**src/rtl/reg_seq_ctrl_if.sv**
```systemverilog
// Instruction handshake bundle for reg_seq_ctrl.
// INS_LI/INS_IMM exist only when REG_SEQ_LOADI_EN is defined.
interface reg_seq_ctrl_if;
  logic       INS_VALID;
  logic       INS_READY;
  logic [1:0] INS_RS1;
  logic [1:0] INS_RS2;
  logic [1:0] INS_RD;
`ifdef REG_SEQ_LOADI_EN
  logic       INS_LI;
  logic [7:0] INS_IMM;

  modport master (
    output INS_VALID, INS_RS1, INS_RS2,
    output INS_RD, INS_LI, INS_IMM,
    input  INS_READY
  );
  modport slave (
    input  INS_VALID, INS_RS1, INS_RS2,
    input  INS_RD, INS_LI, INS_IMM,
    output INS_READY
  );
`else
  modport master (
    output INS_VALID, INS_RS1, INS_RS2,
    output INS_RD,
    input  INS_READY
  );
  modport slave (
    input  INS_VALID, INS_RS1, INS_RS2,
    input  INS_RD,
    output INS_READY
  );
`endif
endinterface

```
**src/rtl/reg_seq_ctrl.sv**
```systemverilog
// IDLE/READ/EXEC/WRITE register-file sequencer around an external ALU.
// Define REG_SEQ_LOADI_EN to add the load-immediate (IDLE->WRITE) path.
module reg_seq_ctrl #(
  parameter int unsigned ALU_LAT = 1
) (
  input  logic          clk,
  input  logic          rst_n,
  reg_seq_ctrl_if.slave ins,
  output logic [1:0]    RF_DIR_A,
  output logic [1:0]    RF_DIR_B,
  output logic [1:0]    RF_DIR_WR,
  output logic          RF_EN,
  output logic [7:0]    RF_DI,
  input  logic [7:0]    RF_DOA,
  input  logic [7:0]    RF_DOB,
  output logic [7:0]    ALU_A,
  output logic [7:0]    ALU_B,
  input  logic [7:0]    ALU_RES,
  output logic          BUSY,
  output logic          DONE
);

  localparam logic [1:0] IDLE  = 2'd0;
  localparam logic [1:0] READ  = 2'd1;
  localparam logic [1:0] EXEC  = 2'd2;
  localparam logic [1:0] WRITE = 2'd3;

  localparam logic [3:0] CNT_INIT = 4'(ALU_LAT - 1);

  logic [1:0] state;
  logic [1:0] rs1_q;
  logic [1:0] rs2_q;
  logic [1:0] rd_q;
  logic [3:0] cnt;
  logic [7:0] res_q;
  logic       done_q;
  logic       accept;
  logic       li;
  logic [7:0] imm;

`ifdef REG_SEQ_LOADI_EN
  assign li  = ins.INS_LI;
  assign imm = ins.INS_IMM;
`else
  assign li  = 1'b0;
  assign imm = 8'h00;
`endif

  // Gate with rst_n so READY is low while reset is held.
  assign ins.INS_READY = rst_n & (state == IDLE);
  assign accept = ins.INS_VALID & ins.INS_READY;

  always_ff @(posedge clk or negedge rst_n) begin
    if (!rst_n) begin
      state  <= IDLE;
      rs1_q  <= 2'd0;
      rs2_q  <= 2'd0;
      rd_q   <= 2'd0;
      cnt    <= 4'd0;
      res_q  <= 8'h00;
      done_q <= 1'b0;
    end else begin
      done_q <= (state == WRITE);
      unique case (state)
        IDLE: begin
          if (accept) begin
            rs1_q <= ins.INS_RS1;
            rs2_q <= ins.INS_RS2;
            rd_q  <= ins.INS_RD;
            if (li) begin
              res_q <= imm;
              state <= WRITE;
            end else begin
              state <= READ;
            end
          end
        end
        READ: begin
          cnt   <= CNT_INIT;
          state <= EXEC;
        end
        EXEC: begin
          if (cnt == 4'd0) begin
            res_q <= ALU_RES;
            state <= WRITE;
          end else begin
            cnt <= cnt - 4'd1;
          end
        end
        WRITE: state <= IDLE;
        default: state <= IDLE;
      endcase
    end
  end

  assign RF_DIR_A  = rs1_q;
  assign RF_DIR_B  = rs2_q;
  assign RF_DIR_WR = rd_q;
  assign RF_DI     = res_q;
  assign RF_EN     = (state == WRITE);
  assign BUSY      = (state != IDLE);
  assign DONE      = done_q;
  assign ALU_A     = (state == EXEC) ? RF_DOA : 8'h00;
  assign ALU_B     = (state == EXEC) ? RF_DOB : 8'h00;

endmodule

```
**src/flat_wrapper.sv**
```systemverilog
// flat-port wrapper written by rule: the top's interface ports become plain ports
module reg_seq_ctrl_flat 
#(
  parameter int unsigned ALU_LAT = 1
)
  (clk, rst_n, RF_DIR_A, RF_DIR_B, RF_DIR_WR, RF_EN, RF_DI, RF_DOA, RF_DOB, ALU_A, ALU_B, ALU_RES, BUSY, DONE, ins_INS_VALID, ins_INS_RS1, ins_INS_RS2, ins_INS_RD, ins_INS_READY);
  reg_seq_ctrl_if ins_i ();
  input  logic clk;
  input  logic rst_n;
  output logic [1:0] RF_DIR_A;
  output logic [1:0] RF_DIR_B;
  output logic [1:0] RF_DIR_WR;
  output logic RF_EN;
  output logic [7:0] RF_DI;
  input  logic [7:0] RF_DOA;
  input  logic [7:0] RF_DOB;
  output logic [7:0] ALU_A;
  output logic [7:0] ALU_B;
  input  logic [7:0] ALU_RES;
  output logic BUSY;
  output logic DONE;
  input wire logic [$bits(ins_i.INS_VALID)-1:0] ins_INS_VALID;
  input wire logic [$bits(ins_i.INS_RS1)-1:0] ins_INS_RS1;
  input wire logic [$bits(ins_i.INS_RS2)-1:0] ins_INS_RS2;
  input wire logic [$bits(ins_i.INS_RD)-1:0] ins_INS_RD;
  output wire logic [$bits(ins_i.INS_READY)-1:0] ins_INS_READY;
  assign ins_i.INS_VALID = ins_INS_VALID;
  assign ins_i.INS_RS1 = ins_INS_RS1;
  assign ins_i.INS_RS2 = ins_INS_RS2;
  assign ins_i.INS_RD = ins_INS_RD;
  assign ins_INS_READY = ins_i.INS_READY;
  reg_seq_ctrl #(.ALU_LAT(ALU_LAT)) u_core (.clk(clk), .rst_n(rst_n), .ins(ins_i), .RF_DIR_A(RF_DIR_A), .RF_DIR_B(RF_DIR_B), .RF_DIR_WR(RF_DIR_WR), .RF_EN(RF_EN), .RF_DI(RF_DI), .RF_DOA(RF_DOA), .RF_DOB(RF_DOB), .ALU_A(ALU_A), .ALU_B(ALU_B), .ALU_RES(ALU_RES), .BUSY(BUSY), .DONE(DONE));
endmodule
```
**config.mk**
```make
export PLATFORM = sky130hd
export DESIGN_NAME = reg_seq_ctrl_flat
export DESIGN_NICKNAME = d
export VERILOG_FILES = /design/src/rtl/reg_seq_ctrl_if.sv /design/src/rtl/reg_seq_ctrl.sv /design/src/flat_wrapper.sv
export SDC_FILE = /design/constraint.sdc
export NUM_CORES = 1
export LEC_CHECK = 0
export CORE_MARGIN = 4
export CORE_UTILIZATION = 36
export CTS_BUF_LIST = sky130_fd_sc_hd__clkbuf_4 sky130_fd_sc_hd__clkbuf_8 sky130_fd_sc_hd__clkbuf_16
export CTS_CLUSTER_DIAMETER = 200
export DETAILED_ROUTE_END_ITERATION = 16
export HOLD_SLACK_MARGIN = 0.06
export PLACE_DENSITY = 0.85
export SYNTH_ARGS = -nofsm -noshare
export SYNTH_HDL_FRONTEND = slang
export SYNTH_SLANG_ARGS = --single-unit
```
**constraint.sdc**
```tcl
create_clock -name clk -period 2.15 [get_ports clk]
set_input_delay 0.215 -clock clk [delete_from_list [all_inputs] [get_ports clk]]
set_output_delay 0.215 -clock clk [all_outputs]
set_load 0.01 [all_outputs]
```
==> results_dict.tcl, run 1 <==
set metrics [dict create \
    worstSetupPathType "reg -> out" \
    synth.area.top_cells "dfrtp_1 (50%), and2_1 (10%), mux2_1 (9.7%)" \
    layout_worst_path_cycle_share_pct 93.5 \
    grt_max_degree 20 \
    finalHoldViolCount 0 \
    max_slew_margin_pct 69.8 \
    synthAdderAreaFrac_pct 7.21 \
    powerDensity_nw_per_um2 1250 \
    crit_start "u_core.state[0]" \
    rows 19 \
    hold_class "in -> async" \
    synthSimpleGateAreaFrac_pct 17.3 \
    cts_max_level 1 \
    first_pass_iters 4 \
    synthCells 88 \
    finalMaxSlewViolations 0 \
    leakage_uw 0.000770 \
    avgSynthCellArea_um2 11.8 \
    initial_core_util_pct 37.7 \
    via_count 913 \
    synth-seq-cells 21 \
    synth_compound_area_share_pct 4.81 \
    yosys_warnings 0 \
    post-dp-hpwl_um 2170 \
    root_buffer "clkbuf_4" \
    finalSetupTns_ns 0 \
    n_antenna_cell 0 \
    rsz0062_at_grt "no" \
    vias_per_cell 4.83 \
    fillers 228 \
    maxCapViolations 0 \
    dpl_cell_area_um2 1750 \
    io_pins 67 \
    worst_setup_path_end_kind "output port" \
    cts_tree "yes" \
    gp_congestion 0.798 \
    grt_antenna_before_repair 0 \
    grt_pass1_wl_um 4080 \
    clk_path_buf_depth 2 \
    worst-endpoint-required_ns 1.93 \
    fmax_mhz 498 \
    critPathMaxFanout 19 \
    reg2reg_to "u_core.cnt[3]" \
    synth.distinct_cells 22 \
    cts-buffers-inserted 3 \
    synth_top_family_by_area "simple AND/OR/NAND/NOR gates" \
    detail-route-antenna-nets 0 \
    arrival_ns 1.80 \
    post-route-min-period_ns 2.01 \
    reg2reg_slack_ns 0.33 \
    tightest_slew_ns 0.453 \
    clk-insertion-delay-late_ns 0.29 \
    clk_pin_slew_ns 0.11 \
    peakVddDrop_v 0.000795 \
    status "finished, final reports clean" \
    die_area_um2 3820 \
    start_kind "flop" \
    grt_use_total_pct 14.3 \
    design_area_um2 1790 \
    die_x_um 61.8 \
    layout-drive-gt1-share_pct 8.86 \
    fin_nets 198 \
    areaGrowthSynthToFinish_pct 72.2 \
    fin_util_pct 65.0 \
    die_height_um 61.8 \
    drt_iter0_markers 16 \
    grt-ovfl-total 0 \
    synth.top_cell.area_share_pct 50.5 \
    reg2regPathDepth 5 \
    final-setup-viol-count 0 \
    synth_mux_area_share_pct 17.2 \
    clock-skew-final_ns 0.00605 \
    r2r_start "u_core.state[0]" \
    cts_num_sinks 21 \
    synthXorXnorAreaFrac_pct 0 \
    seq_area_frac_synth_pct 50.5 \
    drc 0 \
    wl_per_cell_um 13.8 \
    synthesis.nets 127 \
    syn_area_um2 1040 \
    portBuffers 66 \
    core_region_area_um2 2760 \
    grt_pass1_vias 922 \
    final_cells 189 \
    totalWireLength_um 2610 \
    place_inst 185 \
    synth.largest_area_cell "dfrtp_1" \
]
[final cells by class]
| class | count | area [µm²] | share of cell area (%) |
|---|---|---|---|
| timing repair buffer | 69 | 683 | 38.1 |
| sequential | 21 | 526 | 29.3 |
| multi-input combinational | 59 | 497 | 27.7 |
| tap | 31 | 38.8 | 2.16 |
| clock buffer | 4 | 30.0 | 1.67 |
| inverter | 5 | 18.8 | 1.05 |
[layout by cell type (no fill, tap or decap)]
master,n
inv_1,5
clkdlybuf4s50_1,66
and2_1,17
a21boi_1,1
nor2_1,1
mux2_1,9
or4b_1,1
nand3_1,2
or3_1,1
ha_1,5
mux2_2,6
buf_4,3
or3b_1,1
nor3b_1,1
clkbuf_4,4
nand2_1,4
ha_4,1
and4bb_1,1
o21ai_0,4
mux2i_1,1
a21oi_1,1
dfrtp_1,21
o32a_1,1
a21o_1,1
[cells in the mapped netlist, drive strengths merged]
master / count
dfrtp: 21
and2: 17
mux2: 15
ha: 6
inv: 5
nand2: 4
o21ai: 4
clkbuf: 2
nand3: 2
a21boi: 1
a21o: 1
a21oi: 1
and4bb: 1
buf: 1
mux2i: 1
nor2: 1
nor3b: 1
o32a: 1
or3: 1
or3b: 1
or4b: 1
[worst max-delay path: stages, from the launching register on]
cell,delay [ns]
dfrtp_1,0.43
inv_1,0.15
ha_4,0.23
and2_1,0.15
clkdlybuf4s50_1,0.54
[logic make-up (layout without fill, tap and decap cells)]
group,after synthesis,after routing
buffers and inverters,8,78
AOI/OAI and AO/OA,8,8
DFF,21,21
adders and majority gates,6,6
and+or+nand+nor,29,29
muxes,16,16
[routing by layer]
| layer | part of all wire, % | track usage [%] | up-vias |
|---|---|---|---|
| met4 | 0.73 | 6.36 | 0 |
| met3 | 15 | 3.31 | 2 |
| li1 | - | - | 437 |
| met5 | 0 | 0 | - |
| met2 | 51 | 26.6 | 53 |
| met1 | 33 | 15.2 | 421 |
[repair_timing]
action                                 in CTS  in global routing
setup endpoints to repair                  16                 16
hold buffers                                0                  0
cloned                                      0                  0
resized for setup                           1                  1
pin swaps                                   0                  1
endpoints found under the hold margin       0                  0
buffers inserted                            0                  0
[worst max-delay path by stage]
stage / depth (start not counted) / end / slack [ns]
floorplan: 5 / u_core.state[1] / 0.56
global placement: 4 / u_core.RF_DI[6] / 0.26
detailed placement: 4 / u_core.RF_DI[5] / 0.11
CTS: 4 / ALU_B[0] / 0.002
global route: 4 / ALU_A[7] / 0.00009
finish: 4 / ALU_B[0] / 0.14
[per-stage QoR]
step | setup WS (ns) | hold slack (ns) | power (µW)
CTS | 0.00214 | 0.252 | 2250
global route | 0.0000948 | 0.233 | 2430
global placement | 0.256 | 0.471 | 1990
detailed placement | 0.111 | 0.475 | 2040
floorplan | 0.556 | -0.0806 | 1350
finish | 0.140 | 0.252 | 2240
[registers in the layout, summed over array words and instances (netlist names)]
| register | count |
|---|---|
| u_core.RF_DI | 8 |
| u_core.DONE | 1 |
| u_core.cnt | 4 |
| u_core.RF_DIR_A | 2 |
| u_core.RF_DIR_WR | 2 |
| u_core.RF_DIR_B | 2 |
| u_core.state | 2 |
[where the power goes]
part / switching (µW) / leakage (µW) / internal [µW]
clock: 107 / 0.0000184 / 84.8
sequential: 125 / 0.000256 / 593
combinational: 532 / 0.000496 / 793
Power figures use the tool's default switching activity.
==> inputs of run 2 (changes only) <==
Settings changed: CORE_ASPECT_RATIO set to 0.5.
==> results_dict.tcl, run 2 (same netlist as run 1, synthesis figures left out) <==
set metrics [dict create \
    crit_chain "inv_1, ha_4, and2_1, clkdlybuf4s50_1" \
    wl_per_cell_um 13.6 \
    max_stage_delay_ns 0.54 \
    first_pass_iters 4 \
    design_area_um2 1820 \
    setup_ws_ns 0.166 \
    drc 0 \
    totalWireLength_um 2660 \
    cts_max_level 1 \
    start_kind "flop" \
    initial_core_util_pct 38.8 \
    io_pins 67 \
    finalSetupTns_ns 0 \
    layout-drive-gt1-share_pct 8.86 \
    maxCapViolations 0 \
    critPathMaxFanout 18 \
    grt_use_total_pct 15.4 \
    layout.cells.most_common "clkdlybuf4s50_1" \
    dpl_cell_area_um2 1760 \
    portBuffers 66 \
    fin_util_pct 67.7 \
    layout_worst_path_cycle_share_pct 92.3 \
    max_slew_margin_pct 69.7 \
    rows 13 \
    cts_num_sinks 21 \
    finalMaxSlewViolations 0 \
    clk_pin_slew_ns 0.08 \
    clk_path_buf_depth 2 \
    reg2reg_to "u_core.RF_DI[4]" \
    reg2regPathDepth 4 \
    gp_congestion 0.787 \
    areaGrowthSynthToFinish_pct 74.5 \
    pre_cts_ws_ns 0.138 \
    post-dp-hpwl_um 2270 \
    r2r_start "u_core.state[0]" \
    n_antenna_cell 0 \
    vias_per_cell 4.64 \
    grt_pass1_wl_um 4510 \
    ctsHoldBuffers 0 \
    reg2reg_slack_ns 0.33 \
    post-route-min-period_ns 1.98 \
    grt_antenna_before_repair 0 \
    grt-ovfl-total 0 \
    fmax_mhz 504 \
    drt_iter0_markers 21 \
    fin_nets 198 \
    peakVddDrop_v 0.000762 \
    via_count 904 \
    leakage_uw 0.000777 \
    worstSetupPathType "reg -> out" \
    die_x_um 84.1 \
    largest_register_ffs 8 \
    cpMaxStageDelayCell "clkdlybuf4s50_1" \
    core_region_area_um2 2680 \
    mostFrequentLayoutCells "clkdlybuf4s50_1 (66), dfrtp_1 (21), and2_1 (17)" \
    worst_setup_path_end_kind "output port" \
    powerDensity_nw_per_um2 1270 \
    rsz0062_at_grt "no" \
    fillers 219 \
    power.total_uw 2310 \
    hold_class "in -> async" \
    grt_pass1_vias 927 \
    arrival_ns 1.77 \
    die_height_um 46.0 \
    die_area_um2 3870 \
    finalHoldViolCount 0 \
    root_buffer "clkbuf_8" \
    status "finished, final reports clean" \
    final-setup-viol-count 0 \
    worst-endpoint-required_ns 1.93 \
    cts_setup_buffers 0 \
    detail-route-antenna-nets 0 \
    crit_start "u_core.state[0]" \
    tightest_slew_ns 0.455 \
    clk-insertion-delay-late_ns 0.26 \
    clock-skew-final_ns 0.00143 \
    cts_tree "yes" \
    cts-buffers-inserted 3 \
    grt_max_degree 19 \
]
## run 2: cell types whose count changed in the layout (fill, tap and decap cells not counted), sizes merged
| cell | previous run | this run |
|---|---|---|
| clkbuf | 4 | 3 |
| clkinv | 0 | 1 |
## run 2: how the worst max path moves through the flow
stage                       to  slack (ns)  cells after the start
3_3_place_gp   u_core.RF_DI[7]        0.22                      4
3_5_place_dp   u_core.RF_DI[4]        0.14                      4
4_1_cts               ALU_A[5]        0.07                      4
2_1_floorplan  u_core.state[1]        0.56                      5
5_1_grt               ALU_A[5]        0.06                      4
6_report              ALU_A[5]        0.17                      4
## run 2: through the flow
stage	std cells	hold WS [ns]
floorplan	88	-0.0806
detailed placement	191	0.477
global route	195	0.303
CTS	195	0.269
global placement	191	0.469
finish	195	0.273
## run 2: layer usage
| metal | vias up | share of wire, % | wire, µm | global-route usage [%] |
|---|---|---|---|---|
| li1 | 437 | - | - | - |
| met1 | 431 | 40 | 1070 | 17.1 |
| met2 | 32 | 52 | 1380 | 29.0 |
| met3 | 4 | 6.5 | 174 | 4.51 |
| met4 | 0 | 1.2 | 33 | 5.77 |
| met5 | - | 0 | 0 | 0 |
## run 2: report_power, final
part | internal (µW) | leakage [µW] | switching, µW
logic | 795 | 0.000496 | 534
clock network | 129 | 0.0000255 | 132
registers | 595 | 0.000256 | 123
total | 1520 | 0.000777 | 789
## run 2: timing repair
| item | 4_1_cts | 5_1_grt |
|---|---|---|
| endpoints found under the hold margin | 0 | 0 |
| gates resized for setup | 1 | 1 |
| endpoints found under the setup margin | 16 | 13 |
## run 2: critical path: cells and delay by family (launching register included)
kind	cells	cell delay, ns
flip-flops	1	0.42
adder cells (fa/ha/maj)	1	0.24
AND/OR/NAND/NOR	1	0.15
buffers and inverters	2	0.71
## run 2: final cells by class
type | count | area, µm² | area share [%]
Timing Repair Buffer | 69 | 683 | 37.6
Sequential cell | 21 | 526 | 28.9
Multi-Input combinational cell | 59 | 497 | 27.3
Tap cell | 37 | 46.3 | 2.55
Clock buffer | 3 | 41.3 | 2.27
Inverter | 5 | 18.8 | 1.03
Clock inverter | 1 | 5.00 | 0.275
==> inputs of run 3 (changes only) <==
Settings changed: SETUP_SLACK_MARGIN set to 0.1.
==> results_dict.tcl, run 3 (same netlist as run 1, synthesis figures left out) <==
set metrics [dict create \
    status "finished, final reports clean" \
    cts_tree "yes" \
    clk-insertion-delay-late_ns 0.26 \
    fillers 215 \
    rows 13 \
    cts-buffers-inserted 3 \
    detail-route-antenna-nets 0 \
    largest_register_ffs 8 \
    start_kind "flop" \
    rsz0062_at_grt "no" \
    cts_num_sinks 21 \
    post-route-min-period_ns 1.99 \
    hold_class "in -> async" \
    layout-drive-gt1-share_pct 10.6 \
    arrival_ns 1.77 \
    leakage_uw 0.000851 \
    grt_pass1_vias 924 \
    drc 0 \
    regArea_um2 526 \
    grt_antenna_before_repair 0 \
    r2r_start "u_core.state[0]" \
    dpl_cell_area_um2 1760 \
    whs_ns 0.273 \
    peakVddDrop_v 0.000764 \
    io_pins 67 \
    power.total_uw 2340 \
    worstSetupPathType "reg -> out" \
    vias_per_cell 4.62 \
    die_x_um 84.1 \
    design_area_um2 1840 \
    core_region_area_um2 2680 \
    maxCapViolations 0 \
    grt_use_total_pct 15.5 \
    finalMaxSlewViolations 0 \
    portBuffers 66 \
    gp_congestion 0.787 \
    finalSetupTns_ns 0 \
    reg2reg_to "u_core.cnt[3]" \
    reg2regPathDepth 6 \
    finalHoldViolCount 0 \
    via_count 911 \
    worst-endpoint-required_ns 1.93 \
    layout_worst_path_cycle_share_pct 92.4 \
    die_area_um2 3870 \
    die_height_um 46.0 \
    powerDensity_nw_per_um2 1270 \
    tightest_slew_ns 0.455 \
    cts_max_level 1 \
    root_buffer "clkbuf_8" \
    n_antenna_cell 0 \
    drt_iter0_markers 27 \
    max_slew_margin_pct 69.7 \
    layout.cells.most_common "clkdlybuf4s50_1" \
    critPathMaxFanout 10 \
    reg2reg_slack_ns 0.29 \
    initial_core_util_pct 38.8 \
    wl_per_cell_um 14.0 \
    multi_input_area_um2 497 \
    fmax_mhz 503 \
    clock-skew-final_ns 0.00212 \
    final-setup-viol-count 0 \
    totalWireLength_um 2750 \
    grt_max_degree 19 \
    worst_setup_path_end_kind "output port" \
    grt-ovfl-total 0 \
    clk_path_buf_depth 2 \
    clk_pin_slew_ns 0.08 \
    mostFrequentLayoutCells "clkdlybuf4s50_1 (62), dfrtp_1 (21), and2_1 (17)" \
    first_pass_iters 4 \
    post-dp-hpwl_um 2270 \
    areaGrowthSynthToFinish_pct 76.9 \
    grt_pass1_wl_um 4530 \
    fin_nets 200 \
]
==> run 3: stage by stage <==
stage	setup WS (ns)	cells	util (%)
floorplan	0.556	88	-
global placement	0.224	191	65.5
detailed placement	0.138	191	65.5
CTS	0.143	195	67.7
global route	0.0859	197	68.6
finish	0.164	197	68.6
==> run 3: critical path, cell delays in order (launching register included) <==
cell	delay, ns
dfrtp_1	0.40
inv_2	0.11
ha_4	0.19
buf_4	0.16
and2_1	0.12
clkdlybuf4s50_1	0.52
==> run 3: how the worst max path moves through the flow <==
| stage | startpoint | end |
|---|---|---|
| finish | u_core.state[0] | ALU_A[0] |
| global route | u_core.state[0] | ALU_A[4] |
| CTS | u_core.state[0] | ALU_A[5] |
| detailed placement | u_core.state[0] | u_core.RF_DI[4] |
| global placement | u_core.state[0] | u_core.RF_DI[7] |
| floorplan | u_core.cnt[0] | u_core.state[1] |
==> run 3: cell type report <==
cell class | instances | share of cell area (%)
repair buffers | 71 | 38.5
inverters | 5 | 1.02
flip-flops and latches | 21 | 28.5
clock buffers | 3 | 2.24
multi-input cells | 59 | 27.0
well taps | 37 | 2.51
clock inverters | 1 | 0.272
==> run 3: per-layer routing <==
metal / vias up / part of all wire [%] / track usage, %
met5: - / 0 / 0
met4: 0 / 1.2 / 5.77
met3: 4 / 6.4 / 4.51
met2: 32 / 52 / 29.0
met1: 433 / 40 / 17.4
li1: 442 / - / -
==> run 3: power by group <==
group / internal, µW / leakage, µW / switching [µW]
sequential: 595 / 0.000256 / 121
combinational: 810 / 0.000570 / 552
clock: 129 / 0.0000255 / 133
total: 1530 / 0.000851 / 806
==> run 3: timing repair <==
action	in CTS	in global routing
setup buffers	0	2
pin swaps	0	0
hold buffers	0	0
endpoints found under the setup margin	16	14
resized for setup	2	7
